**src/rtl/vram_arbiter_pkg.sv**
```systemverilog
// Shared definitions for the VRAM arbiter: default widths, FSM state encoding
// and a small helper used to decode the read phases of the FSM.
package vram_arbiter_pkg;

    localparam int VRAM_ADDR_W = 14;
    localparam int VRAM_DATA_W = 16;

    typedef enum logic [1:0] {
        ST_IDLE    = 2'd0,
        ST_RD_ADDR = 2'd1,
        ST_RD_DATA = 2'd2,
        ST_WR_WAIT = 2'd3
    } arb_state_t;

    function automatic logic is_read_state(input arb_state_t s);
        return (s == ST_RD_ADDR) || (s == ST_RD_DATA);
    endfunction

endpackage

```
**src/rtl/vram_arbiter_write_fifo.sv**
```systemverilog
// Write FIFO holding {address, data} entries from the CPU until the arbiter
// finds a free VRAM slot. Pushes while full and pops while empty are ignored.
module vram_write_fifo #(
    parameter int WIDTH = 30,
    parameter int DEPTH = 4
) (
    input  logic             clk,
    input  logic             reset,
    input  logic             push,
    input  logic [WIDTH-1:0] wdata,
    input  logic             pop,
    output logic [WIDTH-1:0] head,
    output logic             full,
    output logic             empty
);

    localparam int PTR_W = (DEPTH > 1) ? $clog2(DEPTH) : 1;
    localparam int CNT_W = $clog2(DEPTH) + 1;

    logic [WIDTH-1:0] mem [DEPTH];
    logic [PTR_W-1:0] wr_ptr;
    logic [PTR_W-1:0] rd_ptr;
    logic [CNT_W-1:0] count;
    logic             do_push;
    logic             do_pop;

    assign full    = (count == CNT_W'(DEPTH));
    assign empty   = (count == '0);
    assign do_push = push && !full;
    assign do_pop  = pop && !empty;
    assign head    = mem[rd_ptr];

    // Pointers wrap naturally because DEPTH is a power of two.
    always_ff @(posedge clk) begin
        if (reset) begin
            wr_ptr <= '0;
            rd_ptr <= '0;
            count  <= '0;
        end else begin
            if (do_push) wr_ptr <= wr_ptr + 1'b1;
            if (do_pop)  rd_ptr <= rd_ptr + 1'b1;
            case ({do_push, do_pop})
                2'b10:   count <= count + 1'b1;
                2'b01:   count <= count - 1'b1;
                default: count <= count;
            endcase
        end
    end

    always_ff @(posedge clk) begin
        if (do_push) mem[wr_ptr] <= wdata;
    end

endmodule

```
**src/rtl/vram_arbiter.sv**
```systemverilog
// Single-port VRAM arbiter: display reads have priority, buffered CPU writes
// are guaranteed a slot after at most MAX_READ_STREAK reads while pending.
module vram_arbiter
    import vram_arbiter_pkg::*;
#(
    parameter int ADDR_W          = VRAM_ADDR_W,
    parameter int DATA_W          = VRAM_DATA_W,
    parameter int FIFO_DEPTH      = 4,
    parameter int MAX_READ_STREAK = 8
) (
    input  logic              clk,
    input  logic              reset,
    input  logic              disp_req,
    input  logic [ADDR_W-1:0] disp_addr,
    output logic              disp_ready,
    output logic              disp_rvalid,
    output logic [DATA_W-1:0] disp_rdata,
    input  logic              cpu_wren,
    input  logic [ADDR_W-1:0] cpu_waddr,
    input  logic [DATA_W-1:0] cpu_wdata,
    output logic              cpu_wfull,
    output logic              vram_rden,
    output logic [ADDR_W-1:0] vram_raddr,
    input  logic [DATA_W-1:0] vram_rdata,
    output logic              vram_wren,
    output logic [ADDR_W-1:0] vram_waddr,
    output logic [DATA_W-1:0] vram_wdata,
    input  logic              vram_wrack
);

    localparam int FIFO_W   = ADDR_W + DATA_W;
    localparam int STREAK_W = $clog2(MAX_READ_STREAK + 1);

    arb_state_t          state;
    arb_state_t          state_next;
    logic [STREAK_W-1:0] streak;
    logic                streak_hit;
    logic                grant_rd;
    logic                grant_wr;

    logic [ADDR_W-1:0]   raddr_p0;
    logic                vld_p2;
    logic [ADDR_W-1:0]   waddr_q;
    logic [DATA_W-1:0]   wdata_q;

    logic                fifo_full;
    logic                fifo_empty;
    logic [FIFO_W-1:0]   fifo_head;

    vram_write_fifo #(
        .WIDTH (FIFO_W),
        .DEPTH (FIFO_DEPTH)
    ) u_fifo (
        .clk   (clk),
        .reset (reset),
        .push  (cpu_wren),
        .wdata ({cpu_waddr, cpu_wdata}),
        .pop   (grant_wr),
        .head  (fifo_head),
        .full  (fifo_full),
        .empty (fifo_empty)
    );

    // A pending write blocks further reads once the streak is exhausted.
    assign streak_hit = !fifo_empty && (streak == STREAK_W'(MAX_READ_STREAK));

    always_comb begin
        state_next = state;
        grant_rd   = 1'b0;
        grant_wr   = 1'b0;
        unique case (state)
            ST_IDLE: begin
                if (disp_req && !streak_hit) begin
                    grant_rd   = 1'b1;
                    state_next = ST_RD_ADDR;
                end else if (!fifo_empty) begin
                    grant_wr   = 1'b1;
                    state_next = ST_WR_WAIT;
                end
            end
            ST_RD_ADDR: state_next = ST_RD_DATA;
            ST_RD_DATA: state_next = ST_IDLE;
            ST_WR_WAIT: begin
                if (vram_wrack) state_next = ST_IDLE;
            end
            default: state_next = ST_IDLE;
        endcase
    end

    always_ff @(posedge clk) begin
        if (reset) begin
            state  <= ST_IDLE;
            streak <= '0;
            vld_p2 <= 1'b0;
        end else begin
            state  <= state_next;
            vld_p2 <= (state == ST_RD_DATA);
            if (grant_wr || fifo_empty)
                streak <= '0;
            else if (grant_rd && (streak != STREAK_W'(MAX_READ_STREAK)))
                streak <= streak + 1'b1;
        end
    end

    // Stage p0: read address captured at grant; write slot loaded on pop.
    always_ff @(posedge clk) begin
        if (grant_rd) raddr_p0 <= disp_addr;
        if (grant_wr) {waddr_q, wdata_q} <= fifo_head;
    end

    // Stage p2: VRAM output register holds the word the cycle after RD_DATA.
    assign disp_ready  = grant_rd && !reset;
    assign disp_rvalid = vld_p2;
    assign disp_rdata  = vld_p2 ? vram_rdata : '0;
    assign cpu_wfull   = fifo_full;

    assign vram_rden  = is_read_state(state);
    assign vram_raddr = vram_rden ? raddr_p0 : '0;
    assign vram_wren  = (state == ST_WR_WAIT);
    assign vram_waddr = vram_wren ? waddr_q : '0;
    assign vram_wdata = vram_wren ? wdata_q : '0;

endmodule

```
**config.mk**
```make
export PLATFORM = sky130hd
export DESIGN_NAME = vram_arbiter
export DESIGN_NICKNAME = d
export VERILOG_FILES = /design/src/rtl/vram_arbiter_pkg.sv /design/src/rtl/vram_arbiter_write_fifo.sv /design/src/rtl/vram_arbiter.sv
export SDC_FILE = /design/constraint.sdc
export NUM_CORES = 1
export LEC_CHECK = 0
export CELL_PAD_IN_SITES_DETAIL_PLACEMENT = 1
export CELL_PAD_IN_SITES_GLOBAL_PLACEMENT = 1
export CORE_UTILIZATION = 47
export DETAILED_ROUTE_END_ITERATION = 8
export PLACE_DENSITY = 0.95
export SYNTH_ARGS = -nofsm -noshare
export SYNTH_HDL_FRONTEND = slang
export SYNTH_HIERARCHICAL = 1
export SYNTH_SLANG_ARGS = --single-unit
```
**constraint.sdc**
```tcl
create_clock -name clk -period 12.5 [get_ports clk]
set_input_delay 2.5 -clock clk [delete_from_list [all_inputs] [get_ports clk]]
set_output_delay 2.5 -clock clk [all_outputs]
set_load 0.1 [all_outputs]
```
[Word level (Yosys, flattened, before mapping)]
Memory sizes are Yosys's and may differ from the RTL's. A register that Yosys moved wholly into a read port is not among the register bits.
Cells that the tools add are included.
Word-level totals
  flip-flop bits (word level): 28
  memory bits (writable): 120
  bits of input ports: 65
  output and inout port bits: 65
  word-level logic and storage cells: 56
  memories kept: 1
Cells by class
  $add $sub $neg: 5
  eq/ne operators: 10
  multiplexer cells: 16
  reductions and logical operators: 17
Memory list
  u_fifo.mem: words 4, width 30, rd ports 1, clocked after memory_dff 1, write ports 1, line vram_arbiter_write_fifo.sv:20  | logic [WIDTH-1:0] mem [DEPTH];
Operator list (count)
  16-bit 2-to-1 mux: 2
  14-bit 2-to-1 mux: 2
  2-bit case mux with 4 select lines: 1
  1-bit 2-to-1 mux: 7
  2-bit equality test (second input constant): 3
  1-bit logical AND: 6
  2-bit 2-to-1 mux: 3
  3-bit case mux with 2 select lines: 1
  2-bit by 1-bit adder with 2-bit output (second input constant): 2
  4-bit by 1-bit adder with 4-bit output (second input constant): 1
  2-bit by 1-bit equality test with 1-bit output (second input constant): 2
  4-bit equality test (second input constant): 1
  1-bit logical NOT: 4
  4-bit inequality test (second input constant): 1
  3-bit by 1-bit adder with 3-bit output (second input constant): 1
  3-bit equality test (second input constant): 1
  3-bit logical NOT: 1
  3-bit inequality test (second input constant): 1
  3-bit by 1-bit subtractor with 3-bit output (second input constant): 1
  2-bit logical NOT: 1
  1-bit logical OR: 2
  2-bit by 1-bit inequality test with 1-bit output (second input constant): 1
  2-bit AND reduction: 1
  2-bit nonzero test: 1
  2-bit OR reduction: 1

[Longest topological paths before layout]
  depth in word-level cells: 10
  mapped depth: 12
  gate-level depth less buffers: 12

[Hierarchy]
The synthesis kept the hierarchy.
By module, submodules not included
  vram_write_fifo: times used 1, cells an instance 210, area each 4808.4 µm², sequential area each 3783.6 µm²
  vram_arbiter: times used 1, cells an instance 164, area each 2185.8 µm², sequential area each 1461.4 µm²

[Worst setup path before layout]
Ideal clock, no wire load.
  path type: input port to output port
  start: in disp_req
  end: out disp_ready
  arrival time: 4.720 ns
  required time: 10.000 ns
  slack: 5.280 ns
  cell stages on the path: 3
  buffers on the path: 1
  path through: buf_4 -> nand2_2 -> nor3_1
Between the ends
  longest elaborated chain between the ends: 4
RTL lines
  start, declared: line vram_arbiter.sv:13  | input logic disp_req,
  1-bit logical AND: line vram_arbiter.sv:73  | if (disp_req && !streak_hit) begin
  1-bit 2-to-1 mux: line vram_arbiter.sv:73
  1-bit 2-to-1 mux: line vram_arbiter.sv:71  | unique case (state)
  1-bit logical AND: line vram_arbiter.sv:112  | assign disp_ready = grant_rd && !reset;
  end, declared: line vram_arbiter.sv:15  | output logic disp_ready,
Every way passes these cells.

[Final worst setup path]
  start: in reset
  end: out disp_ready
Between the ends
  longest elaborated chain between the ends: 2
RTL lines
  start, declared: line vram_arbiter.sv:12  | input logic reset,
  1-bit logical NOT: line vram_arbiter.sv:112
  1-bit logical AND: line vram_arbiter.sv:112
Every way passes these cells.

==> flow_metrics.env <==
export IMPL_tightest_slew_ps=1095
export IMPL_core_um2=14530
export IMPL_numCtsBuffers=17
export IMPL_cp_start_kind="primary input"
export IMPL_setup_violations_final=0
export IMPL_crit_chain="clkdlybuf4s50_1, nor3_1, clkdlybuf4s50_1"
export IMPL_hpwl_um=9466
export IMPL_holdPathEnd="streak[0]"
export IMPL_grt_use_total_pct=20.40
export IMPL_routed_wl_um=14830
export IMPL_min_delay_start="streak[0]"
export IMPL_cts_htree_levels=4
export IMPL_slew_headroom_pct=26.76
export IMPL_switching_share_pct=40.02
export IMPL_postCtsSetupBuffers=0
export IMPL_crit_type="in -> out"
export IMPL_slowest_stage="clkdlybuf4s50_1"
export IMPL_cts_tree="done"
export IMPL_root_buffer="clkbuf_16"
export IMPL_timing_rr_end="u_fifo/count[2]"
export IMPL_synth_distinct_cells=38
export IMPL_avgSynthCellArea_um2=18.70
export IMPL_slew_viol_final=0
export IMPL_clkLatencyLatePin_ps=430
export IMPL_cpMostUsedCell="clkdlybuf4s50_1"
export IMPL_fin_crit_ps=7169
export IMPL_ys_seq_area_share_pct=74.99
export IMPL_dr_pass1_iters=4
export IMPL_chipHeight_um=124.0
export IMPL_tns_ps=0
export IMPL_cpPeakStageDelay_ps=1160
export IMPL_end_kind="output pin"
export IMPL_reg2reg_depth=13
export IMPL_drtIter0Drc=169
export IMPL_yosys_warnings=6
export IMPL_syn_to_final_growth_pct=29.32
export IMPL_skew_ps=9.201
export IMPL_finalInstanceArea_um2=9045
export IMPL_port_buffers=129
export IMPL_clock_sinks=180
export IMPL_grt_max_degree=34
export IMPL_rows=44
export IMPL_route_antenna_remaining_nets=0
export IMPL_initial_utilization_pct=48.12
export IMPL_antenna_found_initial=0
export IMPL_drc_errors=0
export IMPL_synthesis_area_um2=6994
export IMPL_synth_seq_cells=180
export IMPL_min_path_type="reg -> reg"
export IMPL_drt_vias_per_instance=5.333
export IMPL_cts_resized_gates=0
export IMPL_io_pins=130
export IMPL_pwr_share_seq_pct=38.7
export IMPL_status="completed"
export IMPL_r2r_start="state[0]"
export IMPL_p_leak_nw=2.995
export IMPL_rsz0062_at_grt="false"
export IMPL_pwr_share_clk_pct=26.1
export IMPL_vdd_drop_max_mv=0.1579
export IMPL_powerDensity_nw_per_um2=213.3
export IMPL_synth_top_flop_cell="edfxtp_1"
export IMPL_post_place_cells=677
export IMPL_required_ps=10000
export IMPL_p_int_mw=1.157
export IMPL_antenna_cells=0
export IMPL_detail_route_wl_per_cell_um=20.92
export IMPL_vias=3781
export IMPL_syn_nets=452
export IMPL_synth_edff_count=164
export IMPL_cts_hold_fix_buffers=0
export IMPL_final_layout_size_suffix_gt1_share_pct=14.67
export IMPL_p_comb_share_pct=35.2
export IMPL_dieArea_um2=15370
export IMPL_finalNetCount=590
export IMPL_clock_fmax_mhz=139.5
export IMPL_overflow=0
export IMPL_clk_pin_slew_ps=70
export IMPL_fin_cells=709
export IMPL_hold_viol=0
export IMPL_gp_congestion=0.7647
export IMPL_async_flop_share_pct=0
export IMPL_rrSetupSlack_ps=9110
export IMPL_power_switching_mw=0.7720
export IMPL_clockBufferDepth=2
export IMPL_finalCritPeriodShare_pct=57.35
export IMPL_dieWidth_um=124.0
export IMPL_grt_pass1_vias=4090
export IMPL_grt_pass1_wl_um=22140
export IMPL_cp_max_fo=15
export IMPL_drv_cap=0
export IMPL_power_total_mw=1.929
export IMPL_synth_cells=374
export IMPL_worstPathArrival_ps=4670
export IMPL_hold_depth=2
export IMPL_placed_area_um2=8479
==> cell usage after synthesis, drive strengths merged (2+ instances only) <==
master	n	share of area, %
xor2	3	0.38
and2	64	5.7
buf	8	0.86
nor2b	3	0.27
a21oi	8	0.57
nand2	6	0.36
nor3	2	0.21
or3	4	0.36
nand4	3	0.27
mux4	30	9.7
nor2	7	0.38
dfxtp	16	4.6
nand3	2	0.14
edfxtp	164	70
nand2b	3	0.27
nand3b	2	0.21
inv	14	0.75
clkbuf	5	0.27
o21ai	5	0.36
ha	12	2.1
==> cell usage in the layout, fill, tap and decap left out, types with 2 or more instances in the layout <==
master	netlist	final
a21oi_1	8	8
buf_4	1	3
nand4_1	3	3
nand3b_1	2	2
nand2b_1	3	3
ha_1	12	12
xor2_1	3	3
o21ai_0	5	5
and2_2	0	4
nor2_1	7	7
inv_6	0	2
or3_1	4	4
nand2_1	5	5
nor2b_1	3	3
clkdlybuf4s50_1	0	129
and2_1	64	60
inv_1	14	14
clkbuf_16	0	17
clkinvlp_4	0	2
inv_8	0	5
edfxtp_1	164	164
nand3_1	2	2
clkinv_4	0	3
dfxtp_1	16	14
mux4_2	30	30
dfxtp_2	0	2
==> state kept, by name, indices dropped and copies added (netlist names), named ones only <==
register and count:
raddr_p0 14, u_fifo/mem 120, streak 4, waddr_q 14, u_fifo/rd_ptr 2, wdata_q 16, disp_rvalid 1, state 2
u_fifo/wr_ptr 2, u_fifo/count 3
==> layout make-up <==
cell class              instances  area (um^2)
fillers                      1292         5489
flip-flops and latches        180         5248
multi-input cells             167         1635
repair buffers                132         1314
clock buffers                  17        425.4
well taps                     184        230.2
clock inverters                15        140.1
inverters                      14        52.55
==> cell families (layout without fill, tap and decap cells) <==
group           count (synthesis)  after routing  share of synthesized area (%)
flops                         180            180                          74.99
simple gates                  100            100                          8.784
mux                            31             31                          9.803
buf+inv                        27            178                          1.878
compound gates                 20             20                          1.735
fa+ha+maj                      13             13                          2.433
xor+xnor                        3              3                         0.3757
==> worst max path at each step <==
stage | to | start | depth (start not counted)
finish | disp_ready | reset | 3
global route | disp_ready | disp_req | 4
CTS | disp_ready | reset | 3
detailed placement | disp_ready | disp_req | 4
global placement | disp_ready | reset | 3
floorplan | disp_ready | disp_req | 3
==> routing by layer <==
metal | vias up | track usage, % | share of wire, % | wire [um]
met3 | 15 | 5.586 | 6.2 | 913
met1 | 1927 | 23.42 | 39 | 5854
met4 | 0 | 5.804 | 0.88 | 130
met5 | - | 0 | 0 | 0
met2 | 135 | 37.15 | 53 | 7936
li1 | 1704 | - | - | -
==> power groups by stage <==
stage               Combinational [mW]  Sequential, mW  Clock (mW)
CTS                              0.686           0.747       0.515
global placement                 0.666           0.754           0
floorplan                        0.510           0.757           0
detailed placement               0.684           0.760           0
global route                     0.711           0.752       0.535
finish                           0.679           0.746       0.503
==> metrics by stage <==
stage	util, %	worst slack [ps]	hold slack [ps]
final	62.23	5331	506.6
after global routing	62.23	5177	542.3
after CTS	62.23	5340	502.7
after detailed placement	58.34	5352	492.4
after global placement	58.34	5384	469.7
after floorplan	-	5280	459.1
==> worst max-delay path: cells and delay by family <==
family | cells | cell delay (ps)
buf+inv | 2 | 1870
simple gates | 1 | 290
(Power assumes the default switching activity.)
